===== config.mk =====
export PLATFORM = sky130hd
export DESIGN_NAME = mem_dump_sequencer_flat
export DESIGN_NICKNAME = d
export VERILOG_FILES = /design/src/rtl/mem_dump_sequencer_if.sv /design/src/rtl/mem_dump_sequencer.sv /design/src/flat_wrapper.sv
export SDC_FILE = /design/constraint.sdc
export NUM_CORES = 1
export LEC_CHECK = 0
export ABC_CLOCK_PERIOD_IN_PS = 4400
export CORE_MARGIN = 4
export CORE_UTILIZATION = 48
export CTS_CLUSTER_DIAMETER = 30
export DETAILED_ROUTE_END_ITERATION = 7
export PLACE_DENSITY = 0.77
export SKIP_CTS_REPAIR_TIMING = 1
export SLEW_MARGIN = 5
export SYNTH_ARGS = -nofsm -noshare
export SYNTH_HDL_FRONTEND = slang
export SYNTH_SLANG_ARGS = --single-unit

===== constraint.sdc =====
create_clock -name clk -period 4.4 [get_ports clk]
set_input_delay 0.88 -clock clk [delete_from_list [all_inputs] [get_ports clk]]
set_output_delay 0.88 -clock clk [all_outputs]
set_load 0.1 [all_outputs]

===== src/rtl/mem_dump_sequencer_if.sv =====
// Memory inspection port and dump stream between the dump sequencer
// (master) and the CS_RISC core plus downstream consumer (slave).
interface mem_dump_sequencer_if #(
  parameter int unsigned ADDR_WIDTH = 32,
  parameter int unsigned DATA_WIDTH = 32
);
  logic                  program_done;
  logic [DATA_WIDTH-1:0] fpga_value;
  logic                  address_mode;
  logic [ADDR_WIDTH-1:0] fpga_address;
  logic                  dump_valid;
  logic                  dump_ready;
  logic [DATA_WIDTH-1:0] dump_data;
  logic [ADDR_WIDTH-1:0] dump_addr;
  logic                  dump_done;
  logic                  restart;

  modport master (
    input  program_done, fpga_value, dump_ready, restart,
    output address_mode, fpga_address, dump_valid, dump_data, dump_addr, dump_done
  );

  modport slave (
    output program_done, fpga_value, dump_ready, restart,
    input  address_mode, fpga_address, dump_valid, dump_data, dump_addr, dump_done
  );
endinterface


===== src/rtl/mem_dump_sequencer.sv =====
// Post-run memory dump sequencer: once the core halts it takes over the
// data-memory address mux, walks a descending word window and streams
// (address, data) pairs out on a valid/ready interface.
module mem_dump_sequencer #(
  parameter int unsigned ADDR_WIDTH   = 32,
  parameter int unsigned DATA_WIDTH   = 32,
  parameter int unsigned START_ADDR   = 4092,
  parameter int unsigned STEP         = 4,
  parameter int unsigned WORD_COUNT   = 9,
  parameter int unsigned READ_LATENCY = 1
) (
  input  logic                 clk,
  input  logic                 reset,
  mem_dump_sequencer_if.master bus
);
  localparam int unsigned IDX_W = $clog2(WORD_COUNT + 1);

  typedef enum logic [1:0] {IDLE, WAIT, PRESENT, DONE} state_t;

  state_t           state;
  logic [IDX_W-1:0] index;
  logic [2:0]       lat;
  logic             handshake;

  // Downstream acceptance only counts while a word is actually presented.
  assign handshake = bus.dump_valid & bus.dump_ready;

  // Sequencer FSM with all outputs registered.
  always_ff @(posedge clk or posedge reset) begin
    if (reset) begin
      state            <= IDLE;
      index            <= '0;
      lat              <= '0;
      bus.address_mode <= 1'b0;
      bus.fpga_address <= '0;
      bus.dump_valid   <= 1'b0;
      bus.dump_data    <= '0;
      bus.dump_addr    <= '0;
      bus.dump_done    <= 1'b0;
    end else begin
      case (state)
        IDLE: begin
          if (bus.program_done) begin
            state            <= WAIT;
            bus.address_mode <= 1'b1;
            bus.fpga_address <= ADDR_WIDTH'(START_ADDR);
            index            <= '0;
            lat              <= 3'(READ_LATENCY);
          end
        end
        WAIT: begin
          if (!bus.program_done) begin
            state            <= IDLE;
            bus.address_mode <= 1'b0;
            bus.dump_valid   <= 1'b0;
            bus.dump_done    <= 1'b0;
          end else begin
            lat <= lat - 3'd1;
            if (lat == 3'd1) begin
              bus.dump_data  <= bus.fpga_value;
              bus.dump_addr  <= bus.fpga_address;
              bus.dump_valid <= 1'b1;
              state          <= PRESENT;
            end
          end
        end
        PRESENT: begin
          // Abort wins over a same-edge handshake; that word is not delivered.
          if (!bus.program_done) begin
            state            <= IDLE;
            bus.address_mode <= 1'b0;
            bus.dump_valid   <= 1'b0;
            bus.dump_done    <= 1'b0;
          end else if (handshake) begin
            bus.dump_valid <= 1'b0;
            if (index == IDX_W'(WORD_COUNT - 1)) begin
              state         <= DONE;
              bus.dump_done <= 1'b1;
            end else begin
              bus.fpga_address <= bus.fpga_address - ADDR_WIDTH'(STEP);
              index            <= index + 1'b1;
              lat              <= 3'(READ_LATENCY);
              state            <= WAIT;
            end
          end
        end
        DONE: begin
          if (!bus.program_done) begin
            state            <= IDLE;
            bus.address_mode <= 1'b0;
            bus.dump_valid   <= 1'b0;
            bus.dump_done    <= 1'b0;
          end else if (bus.restart) begin
            state            <= IDLE;
            bus.address_mode <= 1'b0;
            bus.dump_done    <= 1'b0;
            bus.fpga_address <= '0;
          end
        end
        default: state <= IDLE;
      endcase
    end
  end
endmodule

===== src/flat_wrapper.sv =====
// flat-port wrapper written by rule: the top's interface ports become plain ports
module mem_dump_sequencer_flat 
#(
  parameter int unsigned ADDR_WIDTH   = 32,
  parameter int unsigned DATA_WIDTH   = 32,
  parameter int unsigned START_ADDR   = 4092,
  parameter int unsigned STEP         = 4,
  parameter int unsigned WORD_COUNT   = 9,
  parameter int unsigned READ_LATENCY = 1
)
  (clk, reset, bus_program_done, bus_fpga_value, bus_dump_ready, bus_restart, bus_address_mode, bus_fpga_address, bus_dump_valid, bus_dump_data, bus_dump_addr, bus_dump_done);
  mem_dump_sequencer_if #(.ADDR_WIDTH(ADDR_WIDTH), .DATA_WIDTH(DATA_WIDTH)) bus_i ();
  input  logic clk;
  input  logic reset;
  input wire logic [$bits(bus_i.program_done)-1:0] bus_program_done;
  input wire logic [$bits(bus_i.fpga_value)-1:0] bus_fpga_value;
  input wire logic [$bits(bus_i.dump_ready)-1:0] bus_dump_ready;
  input wire logic [$bits(bus_i.restart)-1:0] bus_restart;
  output wire logic [$bits(bus_i.address_mode)-1:0] bus_address_mode;
  output wire logic [$bits(bus_i.fpga_address)-1:0] bus_fpga_address;
  output wire logic [$bits(bus_i.dump_valid)-1:0] bus_dump_valid;
  output wire logic [$bits(bus_i.dump_data)-1:0] bus_dump_data;
  output wire logic [$bits(bus_i.dump_addr)-1:0] bus_dump_addr;
  output wire logic [$bits(bus_i.dump_done)-1:0] bus_dump_done;
  assign bus_i.program_done = bus_program_done;
  assign bus_i.fpga_value = bus_fpga_value;
  assign bus_i.dump_ready = bus_dump_ready;
  assign bus_i.restart = bus_restart;
  assign bus_address_mode = bus_i.address_mode;
  assign bus_fpga_address = bus_i.fpga_address;
  assign bus_dump_valid = bus_i.dump_valid;
  assign bus_dump_data = bus_i.dump_data;
  assign bus_dump_addr = bus_i.dump_addr;
  assign bus_dump_done = bus_i.dump_done;
  mem_dump_sequencer #(.ADDR_WIDTH(ADDR_WIDTH), .DATA_WIDTH(DATA_WIDTH), .START_ADDR(START_ADDR), .STEP(STEP), .WORD_COUNT(WORD_COUNT), .READ_LATENCY(READ_LATENCY)) u_core (.clk(clk), .reset(reset), .bus(bus_i));
endmodule

Word level (Yosys, flattened, before mapping)
Cells that the tools add are included.

Flip-flop bits (word level): 108. Input port bits: 37. Output and inout bits: 99. Word-level logic and storage cells: 87.

Add/sub/neg operators: 3. Equality and inequality tests: 19. Mux-type cells: 41. Bitwise operators: 1. Reductions and logical operators: 14.

Operators by type and width (number): $mux 32 (6); $pmux 32 s3 (1); $sub 32x3->32 const B (1); $ne 2x2->1 const B (9); $mux 2 (8); $mux 4 (4); $mux 3 (5); $mux 1 (11); $reduce_and 5->1 (2); $ne 3x2->1 const B (3); $pmux 1 s3 (3); $pmux 3 s3 (1); $reduce_bool 3->1 (3); $pmux 2 s4 (1); $pmux 4 s2 (1); $reduce_and 4->1 (2); $reduce_and 7->1 (1); $reduce_and 3->1 (2); $reduce_and 6->1 (1); $add 4x1->4 const B (1); $eq 2x2->1 const B (2); $eq 4x4->1 const B (1); $eq 3x1->1 const B (1); $ne 3x3->1 const B (1); 7 further kinds (7).

Depth between registers and ports, before layout
Gate-level depths: netlist of run 1.

Depth in word-level cells: 5. Gate-level depth with buffers: 9.

Worst setup path after synthesis of run 1
OpenSTA, ideal clock, no wires.

Kind: reg2reg. Start point: register u_core.bus.fpga_address[2]. End point: register u_core.bus.fpga_address[24]. Data arrival time: 2.502 ns. Path slack: 1.735 ns. Stages on the path, launching flop included: 8. Buffers on the path: 0. Clock period less this slack: 2.665 ns. Cells stage by stage: dfrtp_1 inv_1 ha_1 nor4b_2 nand3_2 o41a_2 o21ai_0 o31ai_1.

Word-level cells in the longest chain between the ends: 5.

RTL lines: start, declared (line mem_dump_sequencer_if.sv:20) `output address_mode, fpga_address, dump_valid, dump_data, dump_addr, dump_done`; start signal, assigned (line mem_dump_sequencer.sv:46) `bus.fpga_address <= ADDR_WIDTH'(START_ADDR);`; start signal, assigned (line mem_dump_sequencer.sv:80) `bus.fpga_address <= bus.fpga_address - ADDR_WIDTH'(STEP);`; $sub 32x3->32 (line mem_dump_sequencer.sv:80); $mux 32 (line mem_dump_sequencer.sv:76) `if (index == IDX_W'(WORD_COUNT - 1)) begin`; $mux 32 (line mem_dump_sequencer.sv:74) `end else if (handshake) begin`; $mux 32 (line mem_dump_sequencer.sv:69) `if (!bus.program_done) begin`; $pmux 32 s3 (line mem_dump_sequencer.sv:41) `case (state)`.

No other way between the ends. The select of a mux whose other input is x is not followed. A chain may end at the register's enable or synchronous reset.

Final worst setup path of run 1
Start point: register u_core.bus.fpga_address[4]. End point: output port bus_fpga_address[4].

RTL lines: end, declared (line flat_wrapper.sv:20) `output wire logic [$bits(bus_i.fpga_address)-1:0] bus_fpga_address;`.

No word-level cell between the ends.

==> impl_table.tex, run 1 <==
\begin{tabular}{lr}
\hline
Metric & Value \\
\hline
\multicolumn{2}{l}{\textbf{Outcome}} \\
\quad Result of the run & complete, no violations \\
\multicolumn{2}{l}{\textbf{Global route}} \\
\quad Via count of the first global-routing pass & 3853 \\
\quad Total global routing track utilization & 20.0\% \\
\quad Leftover overflow at the end of global routing & 0 \\
\quad Wire length of the first global-routing pass & 19100 um \\
\quad Pin count of the biggest net entering global routing & 87 \\
\quad Number of antenna violations at the first check in global routing & 0 \\
\multicolumn{2}{l}{\textbf{Worst setup path}} \\
\quad Count of buffer and inverter cells on the critical path & 1 \\
\quad Category of the worst setup path launch point & flip-flop \\
\quad Slowest CP cell & clkdlybuf4s50\_1 \\
\quad Crit. End Element & output port \\
\quad Slowest Stage Delay on Critical Path & 1.20 ns \\
\quad Critical path type & reg2out \\
\quad Critical path, cell by cell & clkdlybuf4s50\_1 \\
\quad Crit path required time & 3.52 ns \\
\quad Kind of cell adding the most delay to the critical path & buffers and inverters \\
\quad Maximum net fanout on the critical path & 8 \\
\quad Crit path arrival time & 2.08 ns \\
\multicolumn{2}{l}{\textbf{Die}} \\
\quad Overall die width & 109 um \\
\quad Die area & 11800 um\^{}2 \\
\quad Row count & 36 \\
\quad Number of placed I/O pins & 136 \\
\quad Total core area & 9820 um\^{}2 \\
\quad Initial cell density of the core & 49.6\% \\
\quad Vert. Die Dim & 109 um \\
\multicolumn{2}{l}{\textbf{Clocking}} \\
\quad Number of sinks handled by clock tree synthesis & 104 \\
\quad H-Tree Depth & 3 \\
\quad TritonCTS clock tree & done \\
\quad Buffer type at the clock tree root & clkbuf\_8 \\
\quad Number of buffers created by CTS & 9 \\
\quad Clock Tree Buf Depth & 2 \\
\quad Clock slew at reported path FFs & 0.09 ns \\
\quad Latest clock arrival within the worst-skew pair & 0.36 ns \\
\multicolumn{2}{l}{\textbf{Logic synthesis}} \\
\quad Number of unique standard cell types used by synthesis & 64 \\
\quad Cell count after synthesis & 422 \\
\quad Count of state elements after synthesis & 104 \\
\quad Share of flip-flops with an asynchronous set or reset after synthesis & 100\% \\
\quad Share of synthesized area occupied by flip-flops and latches & 53.4\% \\
\quad Post-synth design cell area & 4870 um\^{}2 \\
\quad Flip-flop cell with the highest count after synthesis & dfrtp\_1 \\
\quad Mean post-synth cell area & 11.5 um\^{}2 \\
\quad EDFF count, synth & 0 \\
\quad Synth Warn \# & 0 \\
\multicolumn{2}{l}{\textbf{Placed design}} \\
\quad Cell area after placement & 6300 um\^{}2 \\
\quad Port Buffers & 131 \\
\quad Weighted congestion reported at the end of routability-driven placement & 0.875 \\
\quad Worst slack at placement & 1.25 ns \\
\quad Post-detailed-placement half-perimeter wirelength & 8240 um \\
\multicolumn{2}{l}{\textbf{Final layout}} \\
\quad Commonest cells after routing, fill and taps aside & clkdlybuf4s50\_1 (131), dfrtp\_1 (104), mux2\_2 (57), o21ai\_0 (32), nand2\_1 (23) \\
\quad Synthesis-to-layout area growth & 33.2\% \\
\quad Most common library cell in the layout ignoring fill and taps & clkdlybuf4s50\_1 \\
\quad Multi-input logic area & 2110 um\^{}2 \\
\quad Fraction of final layout cells with drive strength greater than 1 & 17.9\% \\
\quad Non-Filler Cell Area, Final & 6480 um\^{}2 \\
\quad Final net count & 594 \\
\quad Sequential cell area & 2600 um\^{}2 \\
\quad Filler Cells Inserted & 796 \\
\quad Antenna cell count & 0 \\
\multicolumn{2}{l}{\textbf{STA}} \\
\quad Max Freq & 0.338 GHz \\
\quad Final setup TNS & 0 ns \\
\quad Endpoints failing setup & 0 \\
\quad Hold violation total from the final report & 0 \\
\quad Transition at the pin with the smallest max-transition slack & 1.04 ns \\
\quad Final period utilization & 67.2\% \\
\quad Final worst slack & 1.44 ns \\
\quad Clock skew after layout & 0.0132 ns \\
\quad Min cycle time layout & 2.96 ns \\
\quad Setup repair after global routing missed its margin & no \\
\quad Slew margin rel. & 30.3\% \\
\quad Max-slew violation count & 0 \\
\multicolumn{2}{l}{\textbf{Route}} \\
\quad Detailed-route DRC error count & 0 \\
\quad DRC violation total after the first TritonRoute iteration & 228 \\
\quad Antenna violation net count after detailed routing & 0 \\
\quad Via count normalized by instance count & 5.61 \\
\quad Final Routed Wirelength & 11800 um \\
\quad Pre-antenna DRT Iters & 6 \\
\quad Post-DR wirelength/cell & 17.2 um \\
\quad Via total after detailed routing & 3851 \\
\multicolumn{2}{l}{\textbf{Min path}} \\
\quad Kind of path behind the tightest hold check & reg2reg \\
\multicolumn{2}{l}{\textbf{Flow run}} \\
\quad Max-cap check violation count & 0 \\
\hline
\end{tabular}
==> state kept, by name, summed over array words and instances, names as in the netlist <==
| name | flops |
|---|---|
| u_core.bus.address_mode | 1 |
| u_core.bus.dump_addr | 30 |
| u_core.bus.dump_data | 32 |
| u_core.bus.dump_done | 1 |
| u_core.bus.dump_valid | 1 |
| u_core.bus.fpga_address | 30 |
| u_core.index | 4 |
| u_core.lat | 3 |
| u_core.state | 2 |
==> metal layers <==
metal / up-vias / global-route usage [%] / part of all wire (%) / wire length, um
met5: - / 0 / 0 / 0
met4: 0 / 5.14 / 1.1 / 127
met3: 12 / 4.26 / 7.0 / 824
met2: 135 / 32.8 / 47 / 5520
met1: 1914 / 27.2 / 45 / 5300
li1: 1790 / - / - / -
==> final timing paths <==
check                                                 from                           to  slack, ns  depth (start not counted)
worst max-delay path            u_core.bus.fpga_address[4]          bus_fpga_address[4]       1.44                          1
max in group asynchronous                            reset  u_core.bus.fpga_address[24]       2.48                          3
worst min-delay path              u_core.bus.dump_addr[27]     u_core.bus.dump_addr[27]       0.50                          2
worst min register to register    u_core.bus.dump_addr[27]     u_core.bus.dump_addr[27]       0.50                          2
min in group asynchronous                            reset      u_core.bus.dump_data[9]       1.14                          2
worst max register to register  u_core.bus.fpga_address[2]  u_core.bus.fpga_address[30]       1.78                          7
==> per-stage QoR <==
| stage | instances | util [%] | hold WS [ns] |
|---|---|---|---|
| 4_1_cts | 686 | 66.0 | 0.507 |
| 5_1_grt | 686 | 66.0 | 0.533 |
| 3_3_place_gp | 670 | 64.2 | 0.465 |
| 6_report | 686 | 66.0 | 0.498 |
| 2_1_floorplan | 425 | - | 0.466 |
| 3_5_place_dp | 670 | 64.2 | 0.483 |
==> cells in the mapped netlist (6+ instances only) <==
cell	n	area, um^2
dfrtp_1	104	2600
ha_1	9	113
nor2b_1	7	43.8
inv_1	18	67.6
o31ai_1	6	45.0
mux2_2	57	642
a31oi_1	12	75.1
nand2b_1	6	37.5
nor2_1	16	60.1
o21ai_0	32	160
nand2_1	23	86.3
nor3_1	7	35.0
a21oi_1	16	80.1
clkbuf_1	17	63.8
==> cell type report <==
cell class,instances,area share [%]
timing repair buffer,137,20.9
sequential,104,40.1
multi-input combinational,278,32.5
inverter,18,1.08
clock inverter,6,0.675
clock buffer,10,2.12
tap,133,2.57
==> cells by family (layout without fill, tap and decap cells) <==
family | after synthesis | after routing | share of synthesized area [%]
other cells | 1 | 4 | 0.0770
buf+inv | 43 | 171 | 3.65
mux | 62 | 62 | 14.2
simple gates | 93 | 93 | 11.1
flops | 104 | 104 | 53.4
compound gates | 110 | 110 | 15.2
fa+ha+maj | 9 | 9 | 2.31
Power of run 1 is not shown: default switching activity piles up to over one toggle a cycle in this logic, so the estimate is an artifact.
==> run 2: changes to the inputs <==
--- a/config.mk
+++ b/config.mk
@@ -5,7 +5,7 @@
 export SDC_FILE = /design/constraint.sdc
 export NUM_CORES = 1
 export LEC_CHECK = 0
-export ABC_CLOCK_PERIOD_IN_PS = 4400
+export ABC_CLOCK_PERIOD_IN_PS = 3000
 export CORE_MARGIN = 4
 export CORE_UTILIZATION = 48
 export CTS_CLUSTER_DIAMETER = 30
==> constraint.sdc (replaced) <==
create_clock -name clk -period 3 [get_ports clk]
set_input_delay 0.6 -clock clk [delete_from_list [all_inputs] [get_ports clk]]
set_output_delay 0.6 -clock clk [all_outputs]
set_load 0.1 [all_outputs]
==> impl_table.tex, run 2 (synthesis results as in run 1) <==
\begin{tabular}{lr}
\hline
Metric & Value \\
\hline
\multicolumn{2}{l}{\textbf{Outcome}} \\
\quad Result of the run & complete, no violations \\
\multicolumn{2}{l}{\textbf{Final layout}} \\
\quad Non-Filler Cell Area, Final & 6340 um\^{}2 \\
\quad Number of flip-flops under the largest register name & 32 \\
\quad Most common library cell in the layout ignoring fill and taps & buf\_4 \\
\quad Fraction of final layout cells with drive strength greater than 1 & 35.6\% \\
\quad Commonest cells after routing, fill and taps aside & buf\_4 (106), dfrtp\_1 (104), mux2\_2 (57), clkdlybuf4s50\_1 (36), o21ai\_0 (32) \\
\quad Antenna cell count & 0 \\
\quad Largest registers in the final layout & u\_core.bus.dump\_data: 32 flops, u\_core.bus.dump\_addr: 30 flops, u\_core.bus.fpga\_address: 30 flops \\
\quad Most flops, register & u\_core.bus.dump\_data \\
\quad Synthesis-to-layout area growth & 30.3\% \\
\quad Final net count & 600 \\
\multicolumn{2}{l}{\textbf{Route}} \\
\quad DRC violation total after the first TritonRoute iteration & 296 \\
\quad Pre-antenna DRT Iters & 4 \\
\quad Final Routed Wirelength & 11700 um \\
\quad Via total after detailed routing & 3876 \\
\quad Detailed-route DRC error count & 0 \\
\quad Post-DR wirelength/cell & 16.9 um \\
\quad Antenna violation net count after detailed routing & 0 \\
\quad Via count normalized by instance count & 5.60 \\
\multicolumn{2}{l}{\textbf{Global route}} \\
\quad Number of antenna violations at the first check in global routing & 0 \\
\quad Wire length of the first global-routing pass & 18600 um \\
\quad Pin count of the biggest net entering global routing & 55 \\
\quad Fraction of met2 tracks used by global routing & 31.6\% \\
\quad Total global routing track utilization & 20.0\% \\
\quad Leftover overflow at the end of global routing & 0 \\
\quad Most used routing layer in global routing & met2 \\
\quad Met1 track demand over resource in global routing & 27.3\% \\
\quad Via count of the first global-routing pass & 3760 \\
\quad Met3 Usage GRT & 3.73\% \\
\multicolumn{2}{l}{\textbf{Clocking}} \\
\quad TritonCTS clock tree & done \\
\quad H-Tree Depth & 3 \\
\quad Number of sinks handled by clock tree synthesis & 104 \\
\quad Buffer type at the clock tree root & clkbuf\_8 \\
\quad Clock Tree Buf Depth & 2 \\
\quad Number of buffers created by CTS & 9 \\
\quad Latest clock arrival within the worst-skew pair & 0.37 ns \\
\quad Clock slew at reported path FFs & 0.09 ns \\
\multicolumn{2}{l}{\textbf{Worst setup path}} \\
\quad Crit. End Element & flip-flop \\
\quad Crit path arrival time & 2.64 ns \\
\quad FF-to-FF Start & u\_core.bus.fpga\_address[23] \\
\quad Critical path type & reg2reg \\
\quad Kind of cell adding the most delay to the critical path & simple AND/OR/NAND/NOR gates \\
\quad Crit path required time & 3.27 ns \\
\quad Critical path, cell by cell & or4\_4 > nor4\_1 > nand2b\_1 > or3\_1 > o311ai\_1 \\
\quad Category of the worst setup path launch point & flip-flop \\
\quad Slowest Stage Delay on Critical Path & 0.57 ns \\
\quad Cells on worst reg2reg path & 5 \\
\quad Count of buffer and inverter cells on the critical path & 0 \\
\quad Maximum net fanout on the critical path & 5 \\
\quad R2r setup slk & 0.62 ns \\
\quad Worst setup path startpoint & u\_core.bus.fpga\_address[23] \\
\quad Worst flop-to-flop path endpoint & u\_core.bus.fpga\_address[31] \\
\quad Slowest CP cell & or4\_4 \\
\multicolumn{2}{l}{\textbf{Die}} \\
\quad Row count & 36 \\
\quad Vert. Die Dim & 109 um \\
\quad Initial cell density of the core & 49.6\% \\
\quad Die area & 11800 um\^{}2 \\
\quad Number of placed I/O pins & 136 \\
\quad Overall die width & 109 um \\
\quad Total core area & 9820 um\^{}2 \\
\multicolumn{2}{l}{\textbf{Placed design}} \\
\quad Weighted congestion reported at the end of routability-driven placement & 0.854 \\
\quad Cell area after placement & 6120 um\^{}2 \\
\quad Port Buffers & 131 \\
\quad Post-detailed-placement half-perimeter wirelength & 8490 um \\
\multicolumn{2}{l}{\textbf{STA}} \\
\quad Final period utilization & 79.2\% \\
\quad Hold violation total from the final report & 0 \\
\quad Clock skew after layout & 0.0131 ns \\
\quad Transition at the pin with the smallest max-transition slack & 0.909 ns \\
\quad Max Freq & 0.421 GHz \\
\quad Endpoints failing setup & 0 \\
\quad Final setup TNS & 0 ns \\
\quad Max-slew violation count & 0 \\
\quad Setup repair after global routing missed its margin & no \\
\quad Min cycle time layout & 2.38 ns \\
\quad Slew margin rel. & 39.3\% \\
\multicolumn{2}{l}{\textbf{Min path}} \\
\quad Hold path startpoint & u\_core.bus.dump\_addr[27] \\
\quad Kind of path behind the tightest hold check & reg2reg \\
\quad Min-Delay Path Depth & 2 \\
\quad Endpoint of the worst hold-timing path & u\_core.bus.dump\_addr[27] \\
\multicolumn{2}{l}{\textbf{Flow run}} \\
\quad Max-cap check violation count & 0 \\
\hline
\end{tabular}
run 2: layout make-up:
| type | instances | area (um^2) |
|---|---|---|
| timing repair buffer | 143 | 1180 |
| fill | 790 | 3470 |
| sequential | 104 | 2600 |
| inverter | 18 | 71.3 |
| tap | 133 | 166 |
| clock inverter | 5 | 78.8 |
| multi-input combinational | 278 | 2110 |
| clock buffer | 11 | 141 |
run 2: metrics by stage:
| stage | std cells | setup slack (ns) | hold WS [ns] | util (%) |
|---|---|---|---|---|
| finish | 692 | 0.623 | 0.486 | 64.6 |
| global route | 692 | 0.513 | 0.512 | 64.6 |
| CTS | 692 | 0.651 | 0.494 | 64.6 |
| detailed placement | 676 | 0.393 | 0.473 | 62.4 |
| global placement | 676 | 0.456 | 0.466 | 62.4 |
| floorplan | 425 | 0.335 | 0.466 | - |
run 2: worst reg2reg max path: cells and delay by family, from the launching register on:
kind | cells | cell delay (ns)
AOI/OAI and AO/OA | 1 | 0.27
DFF | 1 | 0.44
and+or+nand+nor | 4 | 1.56
run 2: worst max path at each step:
stage	end	slack, ns	depth (start not counted)
after CTS	u_core.bus.fpga_address[8]	0.65	6
after detailed placement	u_core.bus.fpga_address[26]	0.39	5
after floorplan	u_core.bus.fpga_address[24]	0.33	7
final	u_core.bus.fpga_address[31]	0.62	5
after global routing	u_core.bus.fpga_address[31]	0.51	5
after global placement	u_core.bus.fpga_address[9]	0.46	8
run 2: layer usage:
metal / up-vias / wire, um
met5: - / 0
met3: 14 / 719
met2: 125 / 5370
met4: 0 / 180
li1: 1811 / -
met1: 1926 / 5410
Power of run 2 is left out for the same reason.
==> run 3: changes to the inputs <==
--- a/config.mk
+++ b/config.mk
@@ -5,12 +5,12 @@
 export SDC_FILE = /design/constraint.sdc
 export NUM_CORES = 1
 export LEC_CHECK = 0
-export ABC_CLOCK_PERIOD_IN_PS = 3000
+export ABC_CLOCK_PERIOD_IN_PS = 2000
 export CORE_MARGIN = 4
-export CORE_UTILIZATION = 48
+export CORE_UTILIZATION = 44
 export CTS_CLUSTER_DIAMETER = 30
 export DETAILED_ROUTE_END_ITERATION = 7
-export PLACE_DENSITY = 0.77
+export PLACE_DENSITY = 0.74
 export SKIP_CTS_REPAIR_TIMING = 1
 export SLEW_MARGIN = 5
 export SYNTH_ARGS = -nofsm -noshare
==> constraint.sdc (replaced) <==
create_clock -name clk -period 2 [get_ports clk]
set_input_delay 0.4 -clock clk [delete_from_list [all_inputs] [get_ports clk]]
set_output_delay 0.4 -clock clk [all_outputs]
set_load 0.1 [all_outputs]
==> impl_table.tex, run 3 (synthesis results as in run 1) <==
\begin{tabular}{lr}
\hline
Metric & Value \\
\hline
\multicolumn{2}{l}{\textbf{Worst setup path}} \\
\quad Critical path type & reg2reg \\
\quad Category of the worst setup path launch point & flip-flop \\
\quad Crit. End Element & flip-flop \\
\quad Crit path required time & 2.28 ns \\
\quad Crit path arrival time & 2.39 ns \\
\quad Maximum net fanout on the critical path & 6 \\
\multicolumn{2}{l}{\textbf{STA}} \\
\quad Endpoints failing setup & 9 \\
\quad Final period utilization & 106\% \\
\quad Max Freq & 0.472 GHz \\
\quad Min cycle time layout & 2.12 ns \\
\quad Final worst slack & -0.118 ns \\
\quad Hold violation total from the final report & 0 \\
\quad Max-slew violation count & 0 \\
\quad Setup repair after global routing missed its margin & yes \\
\quad Clock skew after layout & 0.0134 ns \\
\multicolumn{2}{l}{\textbf{Final layout}} \\
\quad Synthesis-to-layout area growth & 50.4\% \\
\quad Number of flip-flops under the largest register name & 32 \\
\quad Most flops, register & u\_core.bus.dump\_data \\
\quad Fraction of final layout cells with drive strength greater than 1 & 50.7\% \\
\quad Antenna cell count & 0 \\
\quad Most common library cell in the layout ignoring fill and taps & buf\_4 \\
\quad Non-filler instance count after layout & 769 \\
\quad Commonest cells after routing, fill and taps aside & buf\_4 (152), dfrtp\_1 (80), mux2\_2 (57), clkdlybuf4s50\_1 (36) \\
\quad Largest registers in the final layout & u\_core.bus.dump\_data: 32 flops, u\_core.bus.dump\_addr: 30 flops, u\_core.bus.fpga\_address: 30 flops \\
\quad Non-Filler Cell Area, Final & 7330 um\^{}2 \\
\quad Final net count & 670 \\
\multicolumn{2}{l}{\textbf{Route}} \\
\quad DRC violation total after the first TritonRoute iteration & 250 \\
\quad Routed length on met1 & 6030 um \\
\quad Via total after detailed routing & 4158 \\
\quad Post-DR wirelength/cell & 17.7 um \\
\quad Final Routed Wirelength & 13600 um \\
\quad Metal2 WL & 6450 um \\
\quad Antenna violation net count after detailed routing & 0 \\
\quad Pre-antenna DRT Iters & 7 \\
\quad Met3 wire length & 882 um \\
\quad Via count normalized by instance count & 5.41 \\
\quad Detailed-route DRC error count & 0 \\
\quad Top layer reached by signal wires & met4 \\
\multicolumn{2}{l}{\textbf{Die}} \\
\quad Vert. Die Dim & 113 um \\
\quad Die area & 12800 um\^{}2 \\
\quad Row count & 38 \\
\quad Number of placed I/O pins & 136 \\
\quad Initial cell density of the core & 44.9\% \\
\quad Overall die width & 113 um \\
\quad Total core area & 10800 um\^{}2 \\
\multicolumn{2}{l}{\textbf{Clocking}} \\
\quad Buffer type at the clock tree root & clkbuf\_8 \\
\quad TritonCTS clock tree & done \\
\quad Number of sinks handled by clock tree synthesis & 104 \\
\quad Latest clock arrival within the worst-skew pair & 0.38 ns \\
\quad Clock Tree Buf Depth & 2 \\
\quad Number of buffers created by CTS & 9 \\
\quad H-Tree Depth & 3 \\
\quad Clock slew at reported path FFs & 0.10 ns \\
\multicolumn{2}{l}{\textbf{Global route}} \\
\quad Number of antenna violations at the first check in global routing & 0 \\
\quad Leftover overflow at the end of global routing & 0 \\
\quad Via count of the first global-routing pass & 4111 \\
\quad Wire length of the first global-routing pass & 20800 um \\
\quad Total global routing track utilization & 20.0\% \\
\quad Pin count of the biggest net entering global routing & 41 \\
\multicolumn{2}{l}{\textbf{Outcome}} \\
\quad Violated checks & setup timing \\
\quad Result of the run & finished, violations left \\
\multicolumn{2}{l}{\textbf{Placed design}} \\
\quad Port Buffers & 131 \\
\quad Cell count after placement & 735 \\
\quad Post-detailed-placement half-perimeter wirelength & 9410 um \\
\quad Weighted congestion reported at the end of routability-driven placement & 0.817 \\
\quad Cell area after placement & 6800 um\^{}2 \\
\multicolumn{2}{l}{\textbf{Flow run}} \\
\quad Max-cap check violation count & 0 \\
\multicolumn{2}{l}{\textbf{Min path}} \\
\quad Kind of path behind the tightest hold check & in2async \\
\hline
\end{tabular}
## run 3: changes by cell type in the layout (fill, tap and decap cells not counted), moves of 3 or more
cell	before	now
o21ai_1	1	6
nor2b_1	7	3
buf_4	106	152
nor2b_2	0	4
o21ai_2	0	3
buf_6	0	5
buf_12	1	17
dfrtp_1	104	80
o21ai_0	32	24
ha_1	9	5
inv_1	17	14
dfrtp_2	0	24
## run 3: metrics by stage
stage | util, % | setup TNS, ns | hold WS, ns | setup WS (ns)
after floorplan | - | -2.73 | 0.466 | -0.340
final | 67.6 | -0.761 | 0.369 | -0.118
after global placement | 62.8 | -9.51 | 0.469 | -0.208
after detailed placement | 62.8 | -12.28 | 0.478 | -0.256
after global routing | 67.6 | -1.52 | 0.393 | -0.188
after CTS | 64.9 | -0.808 | 0.377 | -0.134
## run 3: final cells by class
class	instances	area [um^2]
Multi-Input combinational cell	278	2250
Clock inverter	6	108
Inverter	18	75.1
Clock buffer	10	128
Sequential cell	104	2630
Fill cell	789	3510
Timing Repair Buffer	213	1950
Tap cell	140	175
## run 3: routing by layer
metal / up-vias / track usage (%)
li1: 1943 / -
met1: 2030 / 27.3
met2: 163 / 32.5
met3: 22 / 4.22
met4: 0 / 5.93
met5: - / 0
## run 3: critical path: stages, from the launching register on
cell	delay (ns)
dfrtp_2	0.41
or4_4	0.56
or2_4	0.28
or4_4	0.52
o31ai_2	0.25
## run 3: path summary, 6_finish.rpt
kind,startpoint,endpoint,slack [ns],depth (start not counted)
worst min register to register,u_core.bus.dump_addr[27],u_core.bus.dump_addr[27],0.49,2
worst min-delay path,reset,u_core.bus.dump_data[2],0.37,2
max in group asynchronous,reset,u_core.bus.fpga_address[7],1.08,3
worst max-delay path,u_core.bus.fpga_address[13],u_core.bus.fpga_address[26],-0.12,4
worst max register to register,u_core.bus.fpga_address[13],u_core.bus.fpga_address[26],-0.12,4
min in group clk,u_core.bus.dump_addr[27],u_core.bus.dump_addr[27],0.49,2
Power of run 3 is left out for the same reason.
